### src/rtl/wash_seq_ctrl.sv
`default_nettype none
// ============================================================================
// Module   : wash_seq_ctrl
// Purpose  : Washing-machine programme sequencer. Runs a mode-selected
//            sequence of fill / wash / drain / rinse (N cycles) / spin phases
//            on a 1-second tick derived from clk, drives the water valves and
//            drum motor, supports pause/resume on the start pulse and reports
//            the total programme seconds still to run.
// Ports    : clk        in   system clock
//            rst        in   asynchronous active-low reset
//            on         in   power enable, low forces IDLE synchronously
//            start_p    in   debounced one-cycle start/pause pulse
//            mode       in   2  programme select (00 spin, 01 rinse+spin,
//                            10 wash+rinse+spin, 11 wash+extra rinse+spin)
//            water_in   out  fill valve
//            water_out  out  drain valve
//            motor_on   out  drum motor
//            phase_led  out  8  status LEDs (2 idle, 3 wash, 4 rinse,
//                            5 spin, 6 done, 7 paused)
//            remain_s   out  CNT_W  total programme seconds remaining
//            done       out  high in DONE
// Revision : 1.0 - initial release
// ============================================================================
module wash_seq_ctrl #(
  parameter int TICK_DIV = 100000000,
  parameter int FILL_S   = 10,
  parameter int WASH_S   = 30,
  parameter int DRAIN_S  = 8,
  parameter int RINSE_S  = 20,
  parameter int SPIN_S   = 15,
  parameter int RINSE_N  = 2,
  parameter int CNT_W    = 10
) (
  input  logic             clk,
  input  logic             rst,
  input  logic             on,
  input  logic             start_p,
  input  logic [1:0]       mode,
  output logic             water_in,
  output logic             water_out,
  output logic             motor_on,
  output logic [7:0]       phase_led,
  output logic [CNT_W-1:0] remain_s,
  output logic             done
);

  localparam int PS_W = (TICK_DIV > 1) ? $clog2(TICK_DIV) : 1;
  // Rinse index must be able to hold RINSE_N+1 without wrapping.
  localparam int RI_W = $clog2(RINSE_N + 2);
  localparam int WC_S = FILL_S + WASH_S + DRAIN_S;
  localparam int RC_S = FILL_S + RINSE_S + DRAIN_S;

  localparam logic [CNT_W-1:0] TOT_00 = CNT_W'(SPIN_S);
  localparam logic [CNT_W-1:0] TOT_01 = CNT_W'(RINSE_N * RC_S + SPIN_S);
  localparam logic [CNT_W-1:0] TOT_10 = CNT_W'(WC_S + RINSE_N * RC_S + SPIN_S);
  localparam logic [CNT_W-1:0] TOT_11 = CNT_W'(WC_S + (RINSE_N + 1) * RC_S + SPIN_S);
  localparam logic [PS_W-1:0]  PS_LAST = PS_W'(TICK_DIV - 1);
  localparam logic [RI_W-1:0]  RINSE_STD = RI_W'(RINSE_N);
  localparam logic [RI_W-1:0]  RINSE_EXT = RI_W'(RINSE_N + 1);

  typedef enum logic [3:0] {
    S_IDLE    = 4'd0,
    S_W_FILL  = 4'd1,
    S_W_WASH  = 4'd2,
    S_W_DRAIN = 4'd3,
    S_R_FILL  = 4'd4,
    S_R_AGIT  = 4'd5,
    S_R_DRAIN = 4'd6,
    S_SPIN    = 4'd7,
    S_PAUSED  = 4'd8,
    S_DONE    = 4'd9
  } state_t;

  state_t           state;
  state_t           saved;
  state_t           adv_state;
  state_t           first_state;
  logic [PS_W-1:0]  presc;
  logic [CNT_W-1:0] timer;
  logic [CNT_W-1:0] prog_total;
  logic [RI_W-1:0]  rinse_idx;
  logic [RI_W-1:0]  rinse_tgt;
  logic [1:0]       mode_q;
  logic             tick;
  logic             rinse_last;

  // Phase duration loaded on entry; non-timed states get zero.
  function automatic logic [CNT_W-1:0] phase_len(input state_t s);
    case (s)
      S_W_FILL, S_R_FILL:   phase_len = CNT_W'(FILL_S);
      S_W_WASH:             phase_len = CNT_W'(WASH_S);
      S_W_DRAIN, S_R_DRAIN: phase_len = CNT_W'(DRAIN_S);
      S_R_AGIT:             phase_len = CNT_W'(RINSE_S);
      S_SPIN:               phase_len = CNT_W'(SPIN_S);
      default:              phase_len = '0;
    endcase
  endfunction

  // Output image of a state: {water_in, water_out, motor_on, done, phase_led}.
  function automatic logic [11:0] out_vec(input state_t s);
    case (s)
      S_W_FILL:  out_vec = {4'b1000, 8'h08};
      S_W_WASH:  out_vec = {4'b0010, 8'h08};
      S_W_DRAIN: out_vec = {4'b0100, 8'h08};
      S_R_FILL:  out_vec = {4'b1000, 8'h10};
      S_R_AGIT:  out_vec = {4'b0010, 8'h10};
      S_R_DRAIN: out_vec = {4'b0100, 8'h10};
      S_SPIN:    out_vec = {4'b0110, 8'h20};
      S_DONE:    out_vec = {4'b0001, 8'h40};
      S_PAUSED:  out_vec = {4'b0000, 8'h80};
      default:   out_vec = {4'b0000, 8'h04};
    endcase
  endfunction

  // Successor of a timed phase once its timer runs out.
  function automatic state_t next_phase(input state_t s, input logic last);
    case (s)
      S_W_FILL:  next_phase = S_W_WASH;
      S_W_WASH:  next_phase = S_W_DRAIN;
      S_W_DRAIN: next_phase = S_R_FILL;
      S_R_FILL:  next_phase = S_R_AGIT;
      S_R_AGIT:  next_phase = S_R_DRAIN;
      S_R_DRAIN: next_phase = last ? S_SPIN : S_R_FILL;
      S_SPIN:    next_phase = S_DONE;
      default:   next_phase = S_IDLE;
    endcase
  endfunction

  always_comb begin
    case (mode)
      2'b00:   begin prog_total = TOT_00; first_state = S_SPIN;   end
      2'b01:   begin prog_total = TOT_01; first_state = S_R_FILL; end
      2'b10:   begin prog_total = TOT_10; first_state = S_W_FILL; end
      default: begin prog_total = TOT_11; first_state = S_W_FILL; end
    endcase
  end

  assign tick       = (presc == PS_LAST);
  assign rinse_tgt  = (mode_q == 2'b11) ? RINSE_EXT : RINSE_STD;
  // Evaluated in R_DRAIN, before the index is bumped for the cycle just ended.
  assign rinse_last = ((rinse_idx + RI_W'(1)) >= rinse_tgt);
  assign adv_state  = next_phase(state, rinse_last);

  always_ff @(posedge clk or negedge rst) begin
    if (!rst) begin
      state     <= S_IDLE;
      saved     <= S_IDLE;
      presc     <= '0;
      timer     <= '0;
      rinse_idx <= '0;
      mode_q    <= '0;
      remain_s  <= '0;
      {water_in, water_out, motor_on, done, phase_led} <= out_vec(S_IDLE);
    end else if (!on) begin
      state     <= S_IDLE;
      saved     <= S_IDLE;
      presc     <= '0;
      timer     <= '0;
      rinse_idx <= '0;
      mode_q    <= '0;
      remain_s  <= '0;
      {water_in, water_out, motor_on, done, phase_led} <= out_vec(S_IDLE);
    end else begin
      case (state)
        S_IDLE: begin
          if (start_p) begin
            mode_q    <= mode;
            remain_s  <= prog_total;
            rinse_idx <= '0;
            presc     <= '0;
            state     <= first_state;
            timer     <= phase_len(first_state);
            {water_in, water_out, motor_on, done, phase_led} <= out_vec(first_state);
          end
        end
        S_PAUSED: begin
          // Timer, remain_s and rinse index were frozen; only the
          // prescaler restarts so the current second begins afresh.
          if (start_p) begin
            state <= saved;
            presc <= '0;
            {water_in, water_out, motor_on, done, phase_led} <= out_vec(saved);
          end
        end
        S_DONE: begin
          if (start_p) begin
            state    <= S_IDLE;
            remain_s <= '0;
            {water_in, water_out, motor_on, done, phase_led} <= out_vec(S_IDLE);
          end
        end
        default: begin
          if (start_p) begin
            // Pause takes priority over a coincident tick.
            saved <= state;
            state <= S_PAUSED;
            presc <= '0;
            {water_in, water_out, motor_on, done, phase_led} <= out_vec(S_PAUSED);
          end else if (tick) begin
            presc <= '0;
            if (remain_s != '0) begin
              remain_s <= remain_s - CNT_W'(1);
            end
            if (timer == CNT_W'(1)) begin
              state <= adv_state;
              timer <= phase_len(adv_state);
              {water_in, water_out, motor_on, done, phase_led} <= out_vec(adv_state);
              if (state == S_R_DRAIN) begin
                rinse_idx <= rinse_idx + RI_W'(1);
              end
              if (adv_state == S_DONE) begin
                remain_s <= '0;
              end
            end else begin
              timer <= timer - CNT_W'(1);
            end
          end else begin
            presc <= presc + PS_W'(1);
          end
        end
      endcase
    end
  end

endmodule
`default_nettype wire

### config.mk
export PLATFORM = sky130hd
export DESIGN_NAME = wash_seq_ctrl
export DESIGN_NICKNAME = d
export VERILOG_FILES = /design/src/rtl/wash_seq_ctrl.sv
export SDC_FILE = /design/constraint.sdc
export NUM_CORES = 1
export LEC_CHECK = 0
export ABC_AREA = 1
export CAP_MARGIN = 0
export CORE_UTILIZATION = 50
export DETAILED_ROUTE_END_ITERATION = 6
export GPL_ROUTABILITY_DRIVEN = 0
export PLACE_DENSITY = 0.69
export REMOVE_ABC_BUFFERS = 1
export SLEW_MARGIN = 10
export SYNTH_ARGS = -nofsm -noshare
export SYNTH_HDL_FRONTEND = slang
export SYNTH_SLANG_ARGS = --single-unit
### constraint.sdc
create_clock -name clk -period 2.7 [get_ports clk]
set_input_delay 0.405 -clock clk [delete_from_list [all_inputs] [get_ports clk]]
set_output_delay 0.405 -clock clk [all_outputs]
set_load 0.01 [all_outputs]
==> flow_metrics.py <==
metrics = {
    "status": {
        "outcome": "completed",
    },
    "floorplanning": {
        "coreArea_mm2": 0.00933,
        "die_height_um": 101,
        "die_area_mm2": 0.0102,
        "die_width_um": 101,
        "start_util_pct": 52.3,
        "io-pin-count": 28,
        "placementRows": 35,
    },
    "drt": {
        "routedWlPerCell_um": 14.6,
        "highest-signal-layer": "met4",
        "route.layer.met1.wl_um": 6070,
        "met2WireLength_um": 5770,
        "via_to_cell_ratio": 5.46,
        "post-route-drc-count": 0,
        "wl_met3_um": 887,
        "post_route_ant_nets": 0,
        "totalWireLength_um": 12900,
        "drt_iter0_markers": 413,
        "via_count": 4801,
        "drt_first_pass_iters": 5,
    },
    "clock_tree": {
        "cts_hold_repair.buffers": 0,
        "clock_tree_from_tritoncts": "built",
        "numClockSinks": 69,
        "post-cts-setup-buffer-count": 0,
        "cts-root-buf": "sky130_fd_sc_hd__clkbuf_8",
        "clock_latency_ns": 0.36,
        "cts_made_buffers": 9,
        "cts-root-to-sink-buffers": 2,
        "clk_pin_slew_ns": 0.08,
        "post_cts_resized": 0,
        "ctsHtreeMaxLevel": 3,
    },
    "power_and_ir_drop": {
        "p_sw_share_pct": 49.6,
        "switchingPower_mw": 2.54,
        "pwr-share-seq_pct": 28.8,
        "internal-power_mw": 2.58,
        "p_leak_nw": 2.48,
        "powerDensity_mw_per_mm2": 943,
        "ir_worst_vdd_v": 0.000439,
        "comb_power_share_pct": 56.9,
        "pwr-share-clk_pct": 14.3,
    },
    "setup_path": {
        "crit_arrival_ns": 2.34,
        "critical_path_cell_list": "nand2_1 > inv_1 > ha_1 > or2_2 > nand3_1 > nand2_1 > nor2_1 > nand2_1 > nand2_1 > nand2_1 > nand2_1 > nand2_1 > nand2_1",
        "end_kind": "flop",
        "cp-start-kind": "flop",
        "maximum_net_fanout_on_the_critical_path": 7,
        "crit_slowest_cell": "sky130_fd_sc_hd__dfrtp_1",
        "critPathMaxStageDelay_ns": 0.40,
        "worst_path_dominant_cell_family": "simple AND/OR/NAND/NOR gates",
        "required_ns": 2.99,
        "timing.critical_path.buf_inv": 1,
        "cp_common_cell": "sky130_fd_sc_hd__nand2_1",
        "crit_type": "reg -> reg",
    },
    "global_route": {
        "grtUsageTotal_pct": 26.9,
        "first_pass_grt_wire_length_um": 21300,
        "grt_overflow": 0,
        "number_of_antenna_violations_at_the_first_check_in_global_routing": 0,
        "grt_max_degree": 44,
        "grt_pass1_vias": 4371,
    },
    "layout": {
        "nets": 758,
        "filler_cell_count": 913,
        "share_of_post_route_cells_with_drive_strength_above_1_pct": 11.2,
        "antennaDiodeCount": 0,
        "flow.area_growth_from_synthesis_pct": 11.2,
    },
    "sta": {
        "finalHoldViolCount": 0,
        "fmaxAchievable_mhz": 489,
        "slew_headroom_pct": 53.8,
        "hold_slack_ns": 0.0906,
        "grt_setup_unrepaired": "false",
        "setup_violations": 0,
        "finalClockSkew_ns": 0.0135,
        "slew_viol_final": 0,
        "final_period_minus_worst_setup_slack_ns": 2.05,
        "worst_slew_pin_slew_ns": 0.693,
        "final.period_utilization_pct": 75.8,
        "totalNegativeSetupSlack_ns": 0,
    },
    "logic_synthesis": {
        "synthCells": 715,
        "synth_top_area_cell": "sky130_fd_sc_hd__dfrtp_1",
        "yosys-top-cells-area": "sky130_fd_sc_hd__dfrtp_1 (35%), sky130_fd_sc_hd__nand2_1 (14%), sky130_fd_sc_hd__nor2_1 (7.5%)",
        "synth-seq-area-share_pct": 35.4,
        "yosys_most_used_dff": "sky130_fd_sc_hd__dfrtp_1",
        "number_of_synthesized_flops_with_an_enable_pin": 0,
        "async_flop_share_pct": 100,
        "top_area_cell_type_share_of_the_netlist_area_pct": 34.9,
        "synth.most_common_cell": "sky130_fd_sc_hd__nand2_1",
        "syn_area_per_cell_um2": 6.83,
        "syn_area_mm2": 0.00488,
        "ys_ff_latch": 69,
        "ys.warnings.count": 0,
        "synth_cell_types": 44,
        "ys_top_cells_by_count": "sky130_fd_sc_hd__nand2_1 (185), sky130_fd_sc_hd__nor2_1 (98), sky130_fd_sc_hd__inv_1 (83)",
    },
    "min_path": {
        "hp-class": "in -> async",
    },
    "placed_design": {
        "numPortBuffers": 25,
        "hpwl_um": 9670,
    },
    "flow_run": {
        "cap_violations": 0,
    },
}
[stage by stage]
| stage | utilization [%] | power (mW) | area, µm² | instances | worst slack, ns |
|---|---|---|---|---|---|
| finish | 58.2 | 5.12 | 5430 | 880 | 0.655 |
| global route | 58.2 | 5.54 | 5430 | 880 | 0.517 |
| CTS | 58.2 | 5.09 | 5430 | 880 | 0.654 |
| detailed placement | 56.5 | 4.35 | 5270 | 865 | 0.563 |
| global placement | 56.5 | 4.29 | 5270 | 865 | 0.597 |
| floorplan | - | 3.50 | 4810 | 706 | 1.02 |
[logic make-up (layout without fill, tap and decap cells)]
logic type      Yosys count  in the layout  synth area share (%)
fa+ha+maj                 5              5                  1.28
compound gates          100            100                  11.4
flops                    69             69                  35.4
simple gates            417            417                  40.0
other cells               1              2                0.0768
buf+inv                 111            146                  9.64
xor+xnor                 12             12                  2.15
[power by group through the flow]
stage	Sequential, mW	Combinational [mW]	Clock, mW
2_1_floorplan	1.49	2.01	0
3_3_place_gp	1.48	2.81	0
3_5_place_dp	1.49	2.86	0
4_1_cts	1.47	2.88	0.743
5_1_grt	1.50	3.25	0.793
6_report	1.47	2.91	0.735
[worst paths after layout]
| check | cells after the start | slack [ns] | endpoint | startpoint |
|---|---|---|---|---|
| setup / recovery | 13 | 0.65 | timer[1] | mode_q[0] |
| hold / removal | 1 | 0.09 | timer[5] | rst |
| setup reg to reg | 13 | 0.65 | timer[1] | mode_q[0] |
| hold reg to reg | 2 | 0.48 | phase_led[2] | phase_led[2] |
| max in group asynchronous | 2 | 1.89 | phase_led[2] | rst |
| min in group clk | 2 | 0.48 | phase_led[2] | phase_led[2] |
[final cells by class]
class / instances / area, µm² / share of cell area (%)
Multi-Input combinational cell: 536 / 2690 / 49.5
Sequential cell: 69 / 1730 / 31.8
Inverter: 101 / 399 / 7.35
Timing Repair Buffer: 30 / 295 / 5.44
Tap cell: 129 / 161 / 2.97
Clock buffer: 11 / 131 / 2.42
Clock inverter: 4 / 26.3 / 0.484
[registers in the layout (all words and copies together), names as in the netlist]
register / flops
presc: 27
remain_s: 10
timer: 10
phase_led: 6
saved: 4
state: 4
mode_q: 2
rinse_idx: 2
done: 1
motor_on: 1
water_in: 1
water_out: 1
[layout by cell type (no fill, tap or decap), types with 14 or more instances in the layout]
cell type / synthesis / layout
sky130_fd_sc_hd__o21ai_0: 34 / 34
sky130_fd_sc_hd__dfrtp_1: 68 / 68
sky130_fd_sc_hd__nand3_1: 52 / 52
sky130_fd_sc_hd__clkdlybuf4s50_1: 0 / 24
sky130_fd_sc_hd__a21oi_1: 25 / 25
sky130_fd_sc_hd__nor3_1: 18 / 18
sky130_fd_sc_hd__nand2_1: 185 / 185
sky130_fd_sc_hd__nor2_1: 98 / 98
sky130_fd_sc_hd__inv_1: 83 / 83
sky130_fd_sc_hd__nand4_1: 22 / 22
sky130_fd_sc_hd__o21ai_1: 17 / 17
sky130_fd_sc_hd__inv_2: 14 / 14
[metal layers]
layer | vias to the layer above | global-route usage [%]
met5 | - | 0
met2 | 182 | 41.0
met1 | 2221 | 39.1
met3 | 20 | 5.27
met4 | 0 | 6.69
li1 | 2378 | -
Power figures use the tool's default switching activity.
==> patch 1: new RTL, same settings <==
The parameter `TICK_DIV` goes from 100000000 to 200000000.
--- a/src/rtl/wash_seq_ctrl.sv
+++ b/src/rtl/wash_seq_ctrl.sv
@@ -23,5 +23,5 @@
 // ============================================================================
 module wash_seq_ctrl #(
-  parameter int TICK_DIV = 100000000,
+  parameter int TICK_DIV = 200000000,
   parameter int FILL_S   = 10,
   parameter int WASH_S   = 30,
Check against the original RTL: same outputs for any inputs over 4 cycles, from zero or initial values and one cycle with rst low; that may be too few to reach the edited logic, so the function may still have changed.
==> patch 1 against the original RTL <==
Fmax is 5.2% lower. Via count is 3.6% lower. Global-route usage is 0.94 points lower. Clock skew is 0.0010 ns higher. Synthesized area is 2.7% lower. Total power is 4.2% lower. First-iteration DRC count is 20% lower. Sequential cell count is 1 higher. Cell count is 3.3% lower. Clock power is 67% higher. Wire length is 4.9% lower. Setup slack worse by 0.11 ns. Cell area is 0.55% lower. Count of clock-buffer cells in the layout is 2 lower. Highest routed layer unchanged.
==> patch 1: results (changes against the original RTL) <==
[placement]
preCtsSetupSlack_ns = 0.368  ; -0.195 ns
io_buffers = 25  ; unchanged
dpl.cell_count = 835  ; -3.5%
post-dp-hpwl_um = 9100  ; -6.0%
placed_area_sq_um = 5110  ; -3.0%

[global_routing]
grt_pass1_vias = 4293  ; -1.8%
grt_first_pass_wirelength_um = 20200  ; -5.2%
grt_max_degree = 46  ; +4.5%
grt_util_met2 = 0.417  ; +0.00676
grt_usage = 0.259  ; -0.00937
grtUsageMet1 = 0.344  ; -0.0478
met3_usage = 0.0562  ; +0.00351

[detailed_routing]
wl_met3_um = 817  ; -7.9%
drt-pass1-iter-count = 5  ; unchanged
wl_met1_um = 5500  ; -9.4%
met2_length_um = 5670  ; -1.7%
drtIter0Drc = 330  ; -20%
top_layer = met4
routed_wl_um = 12200  ; -4.9%
num_vias = 4627  ; -3.6%

[finish]
largestRegisters = presc x28, remain_s x10, timer x10
fin_nets = 728  ; -4.0%
seq_area_sq_um = 1750  ; +1.4%
fillers = 860  ; -5.8%
final_cells = 851  ; -3.3%
drive_above_1_share = 0.0970  ; -0.0149
antenna_cells = 0  ; unchanged

[critical_path]
critPathArrivalTime_ns = 2.46  ; +0.12 ns
cp_max_fo = 18  ; +11
reg2reg_depth = 11  ; -2
critPathMaxStageDelay_ns = 0.37  ; -0.03 ns
reg2reg_from = presc[1]
rrSetupSlack_ns = 0.54  ; -0.11 ns
r2r_end = phase_led[3]

[cts]
cts_resized = 0  ; unchanged
clk_latency_ns = 0.37
clock_path_buffers = 2  ; unchanged
postCtsSetupRepairBufs = 0  ; unchanged

[yosys]
synth_cell_type_count = 47  ; +6.8%
synth_top_family_by_area = simple AND/OR/NAND/NOR gates
avgSynthCellArea_sq_um = 6.92  ; +1.3%
synth_compound_area_frac = 0.0980  ; -0.0164
synth_top_area_cell = dfrtp_1
ys_seq_area_frac = 0.369  ; +0.0150
synthTopCellsByCount = 187 x nand2_1, 96 x nor2_1, 73 x inv_1, 69 x dfrtp_1, 56 x nand3_1
yosys.area_share.adder = 0.0132  ; +0.000351
synth_xor_area_frac = 0.0406  ; +0.0190
yosysWarnings = 0  ; unchanged
synth.area.top_cells = dfrtp_1 36%, nand2_1 15%, nor2_1 7.6%

[power_and_ir_drop]
peakVddDrop_v = 0.000568  ; +30%
leakagePower_uw = 0.00252  ; +1.4%
p_int_uw = 2820  ; +9.1%

[timing]
hold_ws_ns = 0.0568  ; -0.0339 ns
worstMarginPinSlew_ns = 0.642  ; -0.0512 ns
fin_skew_ns = 0.0145  ; +0.00104 ns

[status]
outcome = completed

patch 1: cell count changes after synthesis, sizes merged, moves of 6 or more:
cell,before,now
a21oi,25,17
inv,100,84
nand2,205,197
nand3,54,60
o21ai,55,46
xor2,8,21
patch 1: critical path, delay by kind of cell, from the launching register on:
kind	cells	cell delay [ns]
buf+inv	1	0.06
simple gates	9	1.50
fa+ha+maj	1	0.15
flops	1	0.37
patch 1: how the worst max path moves through the flow:
| stage | from | endpoint | slack, ns | cells past startpoint |
|---|---|---|---|---|
| finish | presc[1] | phase_led[3] | 0.54 | 11 |
| global route | timer[1] | phase_led[3] | 0.41 | 12 |
| floorplan | remain_s[0] | remain_s[6] | 0.99 | 10 |
| detailed placement | start_p | presc[16] | 0.37 | 8 |
| CTS | presc[1] | phase_led[3] | 0.58 | 11 |
| global placement | start_p | presc[24] | 0.44 | 8 |
patch 1: power groups by stage:
stage               registers (uW)  clock network [uW]  logic, uW
floorplan                     1430                   0       1520
detailed placement            1430                   0       2210
global placement              1420                   0       2180
CTS                           1410                1240       2230
global route                  1440                1280       2510
finish                        1420                1230       2260
patch 1: final cells by class:
| type | instances | share of cell area |
|---|---|---|
| Inverter | 86 | 0.0617 |
| Timing Repair Buffer | 30 | 0.0547 |
| Multi-Input combinational cell | 520 | 0.476 |
| Sequential cell | 70 | 0.325 |
| Clock buffer | 9 | 0.0229 |
| Clock inverter | 7 | 0.0297 |
| Tap cell | 129 | 0.0299 |
patch 1: cells by family after synthesis:
family	Yosys count
other	1
buffers and inverters	98
adder cells (fa/ha/maj)	5
AO/OA/AOI/OAI	81
XOR/XNOR	22
flip-flops	70
AND/OR/NAND/NOR	410
==> patch 2: new RTL, same flow settings <==
Made on the original files. Re-encode `state_t` (10 states) as one-hot, 10 bits wide.
--- a/src/rtl/wash_seq_ctrl.sv
+++ b/src/rtl/wash_seq_ctrl.sv
@@ -59,15 +59,15 @@
   localparam logic [RI_W-1:0]  RINSE_EXT = RI_W'(RINSE_N + 1);
 
-  typedef enum logic [3:0] {
-    S_IDLE    = 4'd0,
-    S_W_FILL  = 4'd1,
-    S_W_WASH  = 4'd2,
-    S_W_DRAIN = 4'd3,
-    S_R_FILL  = 4'd4,
-    S_R_AGIT  = 4'd5,
-    S_R_DRAIN = 4'd6,
-    S_SPIN    = 4'd7,
-    S_PAUSED  = 4'd8,
-    S_DONE    = 4'd9
+  typedef enum logic [9:0] {
+    S_IDLE    = 10'b0000000001,
+    S_W_FILL  = 10'b0000000010,
+    S_W_WASH  = 10'b0000000100,
+    S_W_DRAIN = 10'b0000001000,
+    S_R_FILL  = 10'b0000010000,
+    S_R_AGIT  = 10'b0000100000,
+    S_R_DRAIN = 10'b0001000000,
+    S_SPIN    = 10'b0010000000,
+    S_PAUSED  = 10'b0100000000,
+    S_DONE    = 10'b1000000000
   } state_t;
 
Formal check against the unedited RTL: no difference found for any inputs over 4 cycles, from zero or initial values and one cycle with rst low; so few cycles prove little.
==> patch 2 against the original RTL <==
The flow now finishes with violations (design-rule violations). Setup slack got worse by 0.19 ns. Wire length is 20% higher. Cell area up 23%. First-iteration DRC count is 4.8% higher. Synthesized area is 22% higher. Sequential cell count up 12. Total power increased by 20%. Fmax fell by 8.4%. Critical path type unchanged. Largest power group unchanged. Highest routed layer unchanged.
==> patch 2: results (changes against the original RTL) <==
[global_routing]
grt_first_pass_wirelength_um = 26400  ; +24%
grt-ovfl-total = 0  ; unchanged
antenna_found_initial = 0  ; unchanged
grt_usage = 0.267  ; -0.00190
grt_max_degree = 42  ; -4.5%
grt_pass1_vias = 5459  ; +25%

[cts]
h-tree-depth = 3  ; unchanged
clk_latency_ns = 0.36  ; about the same
postCtsSetupRepairBufs = 0  ; unchanged
cts_resized = 0  ; unchanged
cts-root-buf = clkbuf_16
tritoncts.num_buffers = 9  ; unchanged
clkTransAtPathRegs_ns = 0.06  ; -0.02 ns
clock_path_buffers = 2  ; unchanged

[finish]
fin_nets = 943  ; +24%
fillers = 1151  ; +26%
top_register = presc
antenna_cells = 0  ; unchanged
largest_register_ffs = 27  ; unchanged
drive_above_1_share = 0.0896  ; -0.0222

[power_and_ir_drop]
leakagePower_uw = 0.00317  ; +28%
p_per_area_nw_per_um2 = 917  ; -2.8%
peakVddDrop_v = 0.000403  ; -8.2%

[detailed_routing]
wl_per_cell_um = 14.3  ; -2.1%
num_vias = 5830  ; +21%
drcViolationCount = 10  ; +10
drt-pass1-iter-count = 7  ; +2
drtIter0Drc = 433  ; +4.8%

[timing]
post-route-period-util = 0.827  ; +0.0693
fin_skew_ns = 0.00573  ; -0.00774 ns
max-slew-margin-rel = 0.612  ; +0.0742

[placement]
placed_area_sq_um = 6350  ; +20%
post-dp-hpwl_um = 11600  ; +20%
io_buffers = 25  ; unchanged

[yosys]
synth.area.top_cells = dfrtp_1 33%, nand2_1 16%, nor2_1 9.2%
synth_async_sr_flop_share = 1.00  ; unchanged
synthTopCellsByCount = 249 x nand2_1, 146 x nor2_1, 100 x inv_1, 84 x nand3_1, 78 x dfrtp_1
synth_cell_type_count = 47  ; +6.8%
yosysWarnings = 0  ; unchanged
ys_seq_area_frac = 0.340  ; -0.0136

[hold_path]
hp-class = in -> async

[critical_path]
cp_max_fo = 16  ; +9
rrSetupSlack_ns = 0.47  ; -0.19 ns
critPathArrivalTime_ns = 2.47  ; +0.13 ns

[status]
violations = design-rule violations
outcome = finished with violations

==> patch 2: changes by cell type after synthesis, sizes merged, moves of 5 or more <==
cell / unedited run / this run
nand4: 22 / 32
o21ai: 55 / 62
nand2: 205 / 269
dfrtp: 68 / 78
nor2: 112 / 161
a21oi: 25 / 18
clkbuf: 2 / 7
nand3: 54 / 87
buf: 8 / 13
inv: 100 / 107
==> patch 2: routing by layer <==
metal | part of all wire | vias to the layer above | global-route usage
met1 | 0.47 | 2696 | 0.358
met3 | 0.045 | 21 | 0.0645
met4 | 0.017 | 0 | 0.0793
met2 | 0.47 | 132 | 0.426
met5 | 0 | - | 0
li1 | - | 2981 | -
==> patch 2: metrics by stage <==
step	instances	total power, uW	worst slack, ns	hold WS (ns)
finish	1080	6130	0.467	0.0274
global route	1080	6630	0.177	0.0826
CTS	1080	6140	0.447	0.0507
floorplan	886	3800	0.698	0.109
detailed placement	1064	4680	0.355	0.428
global placement	1064	4670	0.410	0.423
==> patch 2: final cells by class <==
cell class                 instances  share of cell area
multi-input combinational        697               0.507
sequential                        81               0.304
inverter                         108              0.0615
timing repair buffer              35              0.0501
clock buffer                       9              0.0337
tap                              143              0.0267
clock inverter                     7              0.0176
==> patch 2: critical path, stage by stage (launching register included) <==
cell and delay [ns]:
dfrtp_1 0.43, ha_1 0.31, nand3_2 0.15, nor2_4 0.14, nand2_2 0.07, nor2_2 0.09, nand2_2 0.11, nand2_4 0.12
nand4_2 0.40, nand2_1 0.19, o21ai_1 0.09
==> patch 2: cell families (layout without fill, tap and decap cells) <==
kind of cell | count (synthesis) | after routing | synth area share
buffers and inverters | 128 | 159 | 0.0921
and+or+nand+nor | 579 | 579 | 0.447
DFF | 81 | 81 | 0.340
other | 1 | 2 | 0.000629
AOI/OAI and AO/OA | 101 | 101 | 0.0944
xor gates and xnor gates | 10 | 10 | 0.0147
adders and majority gates | 5 | 5 | 0.0105
==> patch 2: path summary, 6_finish.rpt <==
path / startpoint / to / cells after the start
worst min-delay path: rst / motor_on / 1
worst max register to register: presc[0] / phase_led[5] / 10
worst max-delay path: presc[0] / phase_led[5] / 10
worst min register to register: phase_led[3] / phase_led[3] / 2
max in group asynchronous: rst / timer[5] / 2
min in group clk: phase_led[3] / phase_led[3] / 2
==> patch 2: power by group <==
| group | internal (uW) | total, uW | switching [uW] | leakage [uW] |
|---|---|---|---|---|
| clock network | 905 | 1440 | 537 | 0.000170 |
| registers | 1430 | 1640 | 208 | 0.00110 |
| logic | 996 | 3050 | 2060 | 0.00190 |
| total | 3330 | 6130 | 2800 | 0.00317 |
